**config.mk**
```make
export PLATFORM = sky130hd
export DESIGN_NAME = coeff_loader
export DESIGN_NICKNAME = d
export VERILOG_FILES = /design/src/rtl/coeff_pkg.sv /design/src/rtl/coeff_loader.sv
export SDC_FILE = /design/constraint.sdc
export NUM_CORES = 1
export LEC_CHECK = 0
export ABC_CLOCK_PERIOD_IN_PS = 2340
export CAP_MARGIN = 5
export CELL_PAD_IN_SITES_DETAIL_PLACEMENT = 1
export CELL_PAD_IN_SITES_GLOBAL_PLACEMENT = 1
export CORE_ASPECT_RATIO = 0.75
export CORE_UTILIZATION = 40
export DETAILED_ROUTE_END_ITERATION = 7
export PLACE_DENSITY = 0.8
export SLEW_MARGIN = 20
export SYNTH_ARGS = -nofsm -noshare
export SYNTH_HDL_FRONTEND = slang
export SYNTH_SLANG_ARGS = --single-unit
export TNS_END_PERCENT = 20
```
**constraint.sdc**
```tcl
create_clock -name clk -period 2.34 [get_ports clk]
set_input_delay 0.468 -clock clk [delete_from_list [all_inputs] [get_ports clk]]
set_output_delay 0.468 -clock clk [all_outputs]
set_load 0.05 [all_outputs]
```
**src/rtl/coeff_pkg.sv**
```systemverilog
// coeff_pkg: shared sizes and FSM state encoding for the coefficient loader
package coeff_pkg;
  localparam int NUM_COEFF = 11;
  localparam int COEFF_W = 32;
  localparam int IDX_W = 4;
  typedef enum logic [1:0] {IDLE, LOAD, COMMIT} state_e;
endpackage

```
**src/rtl/coeff_loader.sv**
```systemverilog
// coeff_loader: shadow-buffered coefficient load (load_start, din/din_valid/din_ready in) committed atomically to coeffN_reg, with busy and load_done status
module coeff_loader
  import coeff_pkg::*;
#(
  parameter int NUM_COEFF = coeff_pkg::NUM_COEFF,
  parameter int COEFF_W = coeff_pkg::COEFF_W
) (
  input  logic               clk,
  input  logic               rst,
  input  logic               load_start,
  input  logic               din_valid,
  input  logic [COEFF_W-1:0] din,
  output logic               din_ready,
  output logic [COEFF_W-1:0] coeff0_reg,
  output logic [COEFF_W-1:0] coeff1_reg,
  output logic [COEFF_W-1:0] coeff2_reg,
  output logic [COEFF_W-1:0] coeff3_reg,
  output logic [COEFF_W-1:0] coeff4_reg,
  output logic [COEFF_W-1:0] coeff5_reg,
  output logic [COEFF_W-1:0] coeff6_reg,
  output logic [COEFF_W-1:0] coeff7_reg,
  output logic [COEFF_W-1:0] coeff8_reg,
  output logic [COEFF_W-1:0] coeff9_reg,
  output logic [COEFF_W-1:0] coeff10_reg,
  output logic               busy,
  output logic               load_done
);
  state_e state_q, state_d;
  logic [IDX_W-1:0] idx_q, idx_d;
  logic [COEFF_W-1:0] shadow_q [NUM_COEFF];
  logic [COEFF_W-1:0] active_q [NUM_COEFF];
  logic din_ready_q, load_done_q, accept, last;
  always_comb begin
    accept = state_q == LOAD && din_ready_q && din_valid && !load_start;
    last = idx_q == IDX_W'(NUM_COEFF - 1);
    state_d = state_q == IDLE ? (load_start ? LOAD : IDLE) :
              state_q == LOAD ? (accept && last ? COMMIT : LOAD) : IDLE;
    idx_d = load_start && state_q != COMMIT ? '0 :
            accept && !last ? idx_q + 1'b1 : idx_q;
  end
  always_ff @(posedge clk) begin
    if (rst) begin
      state_q <= IDLE;
      idx_q <= '0;
      din_ready_q <= 1'b0;
      load_done_q <= 1'b0;
      shadow_q <= '{default: '0};
      active_q <= '{default: '0};
    end else begin
      state_q <= state_d;
      idx_q <= idx_d;
      din_ready_q <= state_d == LOAD;
      load_done_q <= state_q == COMMIT;
      if (accept) shadow_q[idx_q] <= din;
      if (state_q == COMMIT) active_q <= shadow_q;
    end
  end
  assign din_ready = din_ready_q;
  assign busy = state_q != IDLE;
  assign load_done = load_done_q;
  assign coeff0_reg = active_q[0];
  assign coeff1_reg = active_q[1];
  assign coeff2_reg = active_q[2];
  assign coeff3_reg = active_q[3];
  assign coeff4_reg = active_q[4];
  assign coeff5_reg = active_q[5];
  assign coeff6_reg = active_q[6];
  assign coeff7_reg = active_q[7];
  assign coeff8_reg = active_q[8];
  assign coeff9_reg = active_q[9];
  assign coeff10_reg = active_q[10];
endmodule

```
# --- After elaboration in Yosys (flattened, before gate mapping) ---
# Index checks and enable logic that the tools add are counted.
classes:
  n_addsub: 1
  bitwise: 1
  mux: 7
  eq_ne: 5
  magnitude_cmp: 2
  reduce_logical: 12
ops:
  columns: ["cell", "n"]
  rows:
  - ["352-bit bitwise mux", 1]
  - ["32-bit demux with 4-bit select", 1]
  - ["32-bit two-way mux", 1]
  - ["1-bit logical AND", 7]
  - ["2-bit two-way mux", 3]
  - ["5-bit >= comparator (second input constant)", 1]
  - ["5-bit by 1-bit less-than comparator with 1-bit output (second input constant)", 1]
  - ["4-bit NOT with 5-bit output", 1]
  - ["4-bit by 1-bit adder with 4-bit output (second input constant)", 1]
  - ["2-bit by 1-bit equality test with 1-bit output (second input constant)", 2]
  - ["4-bit equality test (second input constant)", 1]
  - ["2-bit equality test (second input constant)", 1]
  - ["1-bit logical NOT", 2]
  - ["2-bit logical NOT", 1]
  - ["2-bit inequality test (second input constant)", 1]
  - ["2-bit nonzero test", 1]
  - ["2-bit OR reduction", 1]
  - ["1-bit two-way mux", 1]
word_totals:
  word_cells: 54
  reg_bits: 712
  output_inout_bits: 355
  input_bits: 36

# --- Logic depth before layout (Yosys ltp) ---
logic_depth:
  depth_word: 9
  mapped_depth: 8
  depth_no_buf: 5

# --- Worst setup path before layout ---
# OpenSTA, ideal clock, no wires.
synth_timing:
  path_kind: "flip-flop to flip-flop"
  from: "reg din_ready_q (netlist: din_ready)"
  to: "reg shadow_q[289] (netlist bit)"
  arrival_ps: 1890
  path_stages_with_launch: 7
  period_less_slack_ps: 1961
  slack_ps: 379
  required_ps: 2268
  n_path_buf: 3
  setup_time_ps: 72
  path_cell_list: "dfxtp_1 > nand4bb_1 > buf_2 > buf_2 > nor4_4 > buf_6 > mux2i_1"
synth_via:
  elab_chain_len: 3
synth_rtl:
  columns: ["element", "line", "text"]
  rows:
  - ["from (decl)", "coeff_loader.sv:32", "logic din_ready_q, load_done_q, accept, last;"]
  - ["from (signal assigned)", "coeff_loader.sv:45", "din_ready_q <= 1'b0;"]
  - ["from (signal assigned)", "coeff_loader.sv:52", "din_ready_q <= state_d == LOAD;"]
  - ["1-bit logical AND (3 in a row)", "coeff_loader.sv:34", "accept = state_q == LOAD && din_ready_q && din_valid && !load_start;"]
  - ["to (signal, indexed assignment)", "coeff_loader.sv:54", "if (accept) shadow_q[idx_q] <= din;"]
  - ["to (decl)", "coeff_loader.sv:30", "logic [COEFF_W-1:0] shadow_q [NUM_COEFF];"]
# Every way passes these cells.
# A chain may end at the register's enable or synchronous reset.

# --- Final worst setup path ---
layout_timing:
  from: "reg active_q (netlist bit coeff6_reg[1])"
  to: "out coeff6_reg[1]"
layout_lines:
  columns: ["element", "line", "text"]
  rows:
  - ["from (decl)", "coeff_loader.sv:31", "logic [COEFF_W-1:0] active_q [NUM_COEFF];"]
  - ["from (signal assigned)", "coeff_loader.sv:55", "if (state_q == COMMIT) active_q <= shadow_q;"]
  - ["to (decl)", "coeff_loader.sv:20", "output logic [COEFF_W-1:0] coeff6_reg,"]
# No word-level cell between the ends.

==> results.tsv <==
metric	value	unit
clock slew at reported path FFs	60	ps
Layout area overhead	29.6	%
FFs w/ async S/R, synth	0	%
Final min period	2350	ps
worst endpoint required time	1870	ps
Slew Limit Fails	0	
CTS tree	done	
Synth Area in XOR/XNOR	0	%
post-synthesis mux area share	6.35	%
max-cap violations	0	
H-tree levels	3	
synthesized net count	3040	
IO Pins	391	
PwrDens	752	nW/µm²
setup-violating endpoint count in the final report	1	
drt initial violations	2061	
WP data arrival	1880	ps
ys flop type	dfxtp_1	
CTS Buf Count	71	
Setup WS pre-CTS	-14.2	ps
vias	23456	
initial core utilization	40.4	%
Max VDD drop	477	µV
TNS Setup	-8.84	ps
Seq cells post-synth	712	
CP Capture Type	output port	
initial antenna violation count	9	
status	complete, but fails checks	
crit path launch type	register	
Final #Nets	3344	
Mean Syn Cell Area	8.56	µm²
Post-Syn Area	25700	µm²
CTS sink count	712	
kind of critical path	reg2out	
Die Wd	295	µm
max incr delay on CP	860	ps
Die Ht	221	µm
max reg flops	352	
clock buffer depth	3	
Seq/Total Area, Yosys	55.5	%
worst hold margin	239	ps
clk_lat worst skew	610	ps
vias per cell	5.56	
Remaining Overflow, GRT	0	
number of flops mapped to enable cells by yosys	0	
Final HPWL DP	64.2	mm
first-pass GRT wire length	144	mm
Detailed Route WL	96.1	mm
Synth Instances	3000	
die footprint	65300	µm²
GRT Util Overall	28.6	%
Relative slew margins	48.4	%
post-synthesis compound-gate area fraction	14.8	%
crit path max-delay cell type	clkdlybuf4s50_1	
setup bufs post-CTS	0	
RD Place Congestion	0.847	
largest net degree at the start of global routing	123	
YS warnings	0	
Synth Area in Adders	0.195	%
Post-Synth Simple-Gate Area	18.5	%
Slew @ Worst Pin	773	ps
setup ws final	-8.84	ps
Final period util	100	%
CP bufs+invs	1	
Core Rows	80	
cell area after layout	33300	µm²
largest family of logic cells by synthesized area	simple AND/OR/NAND/NOR gates	
Pre-Repair DR Iteration Count	5	
final worst clock skew	25.2	ps
share of cells above drive strength 1	8.39	%
Crit Path Max Fanout	2	
count of input and output buffers	390	
core area	63600	µm²
failing checks	setup timing	
placed cell area	30800	µm²
Hold Fails Final Rpt	0	
CP cell instances	clkdlybuf4s50_1	
total design power	25.0	mW
max frequency	426	MHz
Detail Route Antenna Nets	0	
Top reg by flops	shadow_q	
Yosys cell types	38	
Worst Hold Class	in2reg	
Leakage	12.0	nW
Fillers	7274	
vias in the first global route	23930	
Clock Root Buffer	clkbuf_16	
DR WL/cell	22.8	µm
number of remaining DRC errors	0	
kind of cell adding the most delay to the critical path	buffers and inverters	
cells in the mapped netlist (32+ instances only):
| library cell | n | area (µm²) |
|---|---|---|
| a31o_2 | 32 | 280 |
| clkbuf_1 | 203 | 762 |
| buf_2 | 50 | 250 |
| nand2_1 | 867 | 3250 |
| nand2b_1 | 34 | 213 |
| nand3_1 | 129 | 646 |
| a21oi_1 | 513 | 2570 |
| nand4_1 | 35 | 219 |
| dfxtp_1 | 712 | 14300 |
| nor4_1 | 32 | 200 |
| o31ai_1 | 32 | 240 |
| o21ai_0 | 130 | 651 |
| mux2i_1 | 163 | 1630 |
final cells by class:
cell class	count	area, µm²	share of cell area [%]
antenna	1	2.50	0.00752
clock inverter	17	228	0.684
tap	861	1080	3.24
clock buffer	112	2230	6.69
timing repair buffer	508	5130	15.4
sequential	712	14300	42.8
multi-input combinational	2006	10400	31.1
inverter	5	23.8	0.0714
metrics by stage:
step,util [%],instances
after floorplan,-,3000
after global placement,48.5,4092
after detailed placement,48.5,4092
after CTS,52.3,4221
after global routing,52.4,4222
final,52.4,4222
worst paths after layout:
kind / startpoint / to / slack, ps / depth (start not counted)
hold / removal: rst / coeff3_reg[27]$_SDFFE_PP0P_ / 240 / 2
setup / recovery: coeff6_reg[1]$_SDFFE_PP0P_ / coeff6_reg[1] / -9 / 1
setup reg to reg: idx_q[3]$_SDFFE_PP0P_ / shadow_q[71]$_SDFFE_PP0P_ / 280 / 4
hold reg to reg: shadow_q[14]$_SDFFE_PP0P_ / coeff10_reg[14]$_SDFFE_PP0P_ / 450 / 2
power breakdown:
part           switching (mW)  internal, mW
sequential            0.00773          12.1
combinational           0.669         0.221
clock                    4.92          7.10
routing by layer:
metal / part of all wire [%] / global-route usage [%]
met1: 43 / 38.1
met2: 48 / 46.3
met3: 6.1 / 5.29
met4: 2.8 / 9.61
met5: 0.038 / 0
worst register-to-register path, cell delays in order, from the launching register on:
cell     delay (ps)
dfxtp_1         770
nor2b_2         390
buf_4           400
nand4_1         230
a21oi_1         190
placed cells by master (no fill, tap or decap), types with 27 or more instances in the layout:
master	count
nand3_1	129
a21oi_1	513
o21ai_0	130
clkdlybuf4s50_1	353
a31o_2	32
buf_12	27
mux2i_1	163
buf_4	94
nand4_1	35
nand2b_1	32
clkbuf_16	75
o31ai_1	32
nor4_1	32
nand2_1	867
dfxtp_1	712
timing repair:
action	4_1_cts	5_1_grt
hold buffers	0	0
gates resized for setup	21	12
endpoints found under the setup margin	21	12
cells by family after synthesis:
family	after synthesis
simple gates	1122
buf+inv	282
flops	712
compound gates	717
fa+ha+maj	4
mux	163
Power figures use the tool's default switching activity.
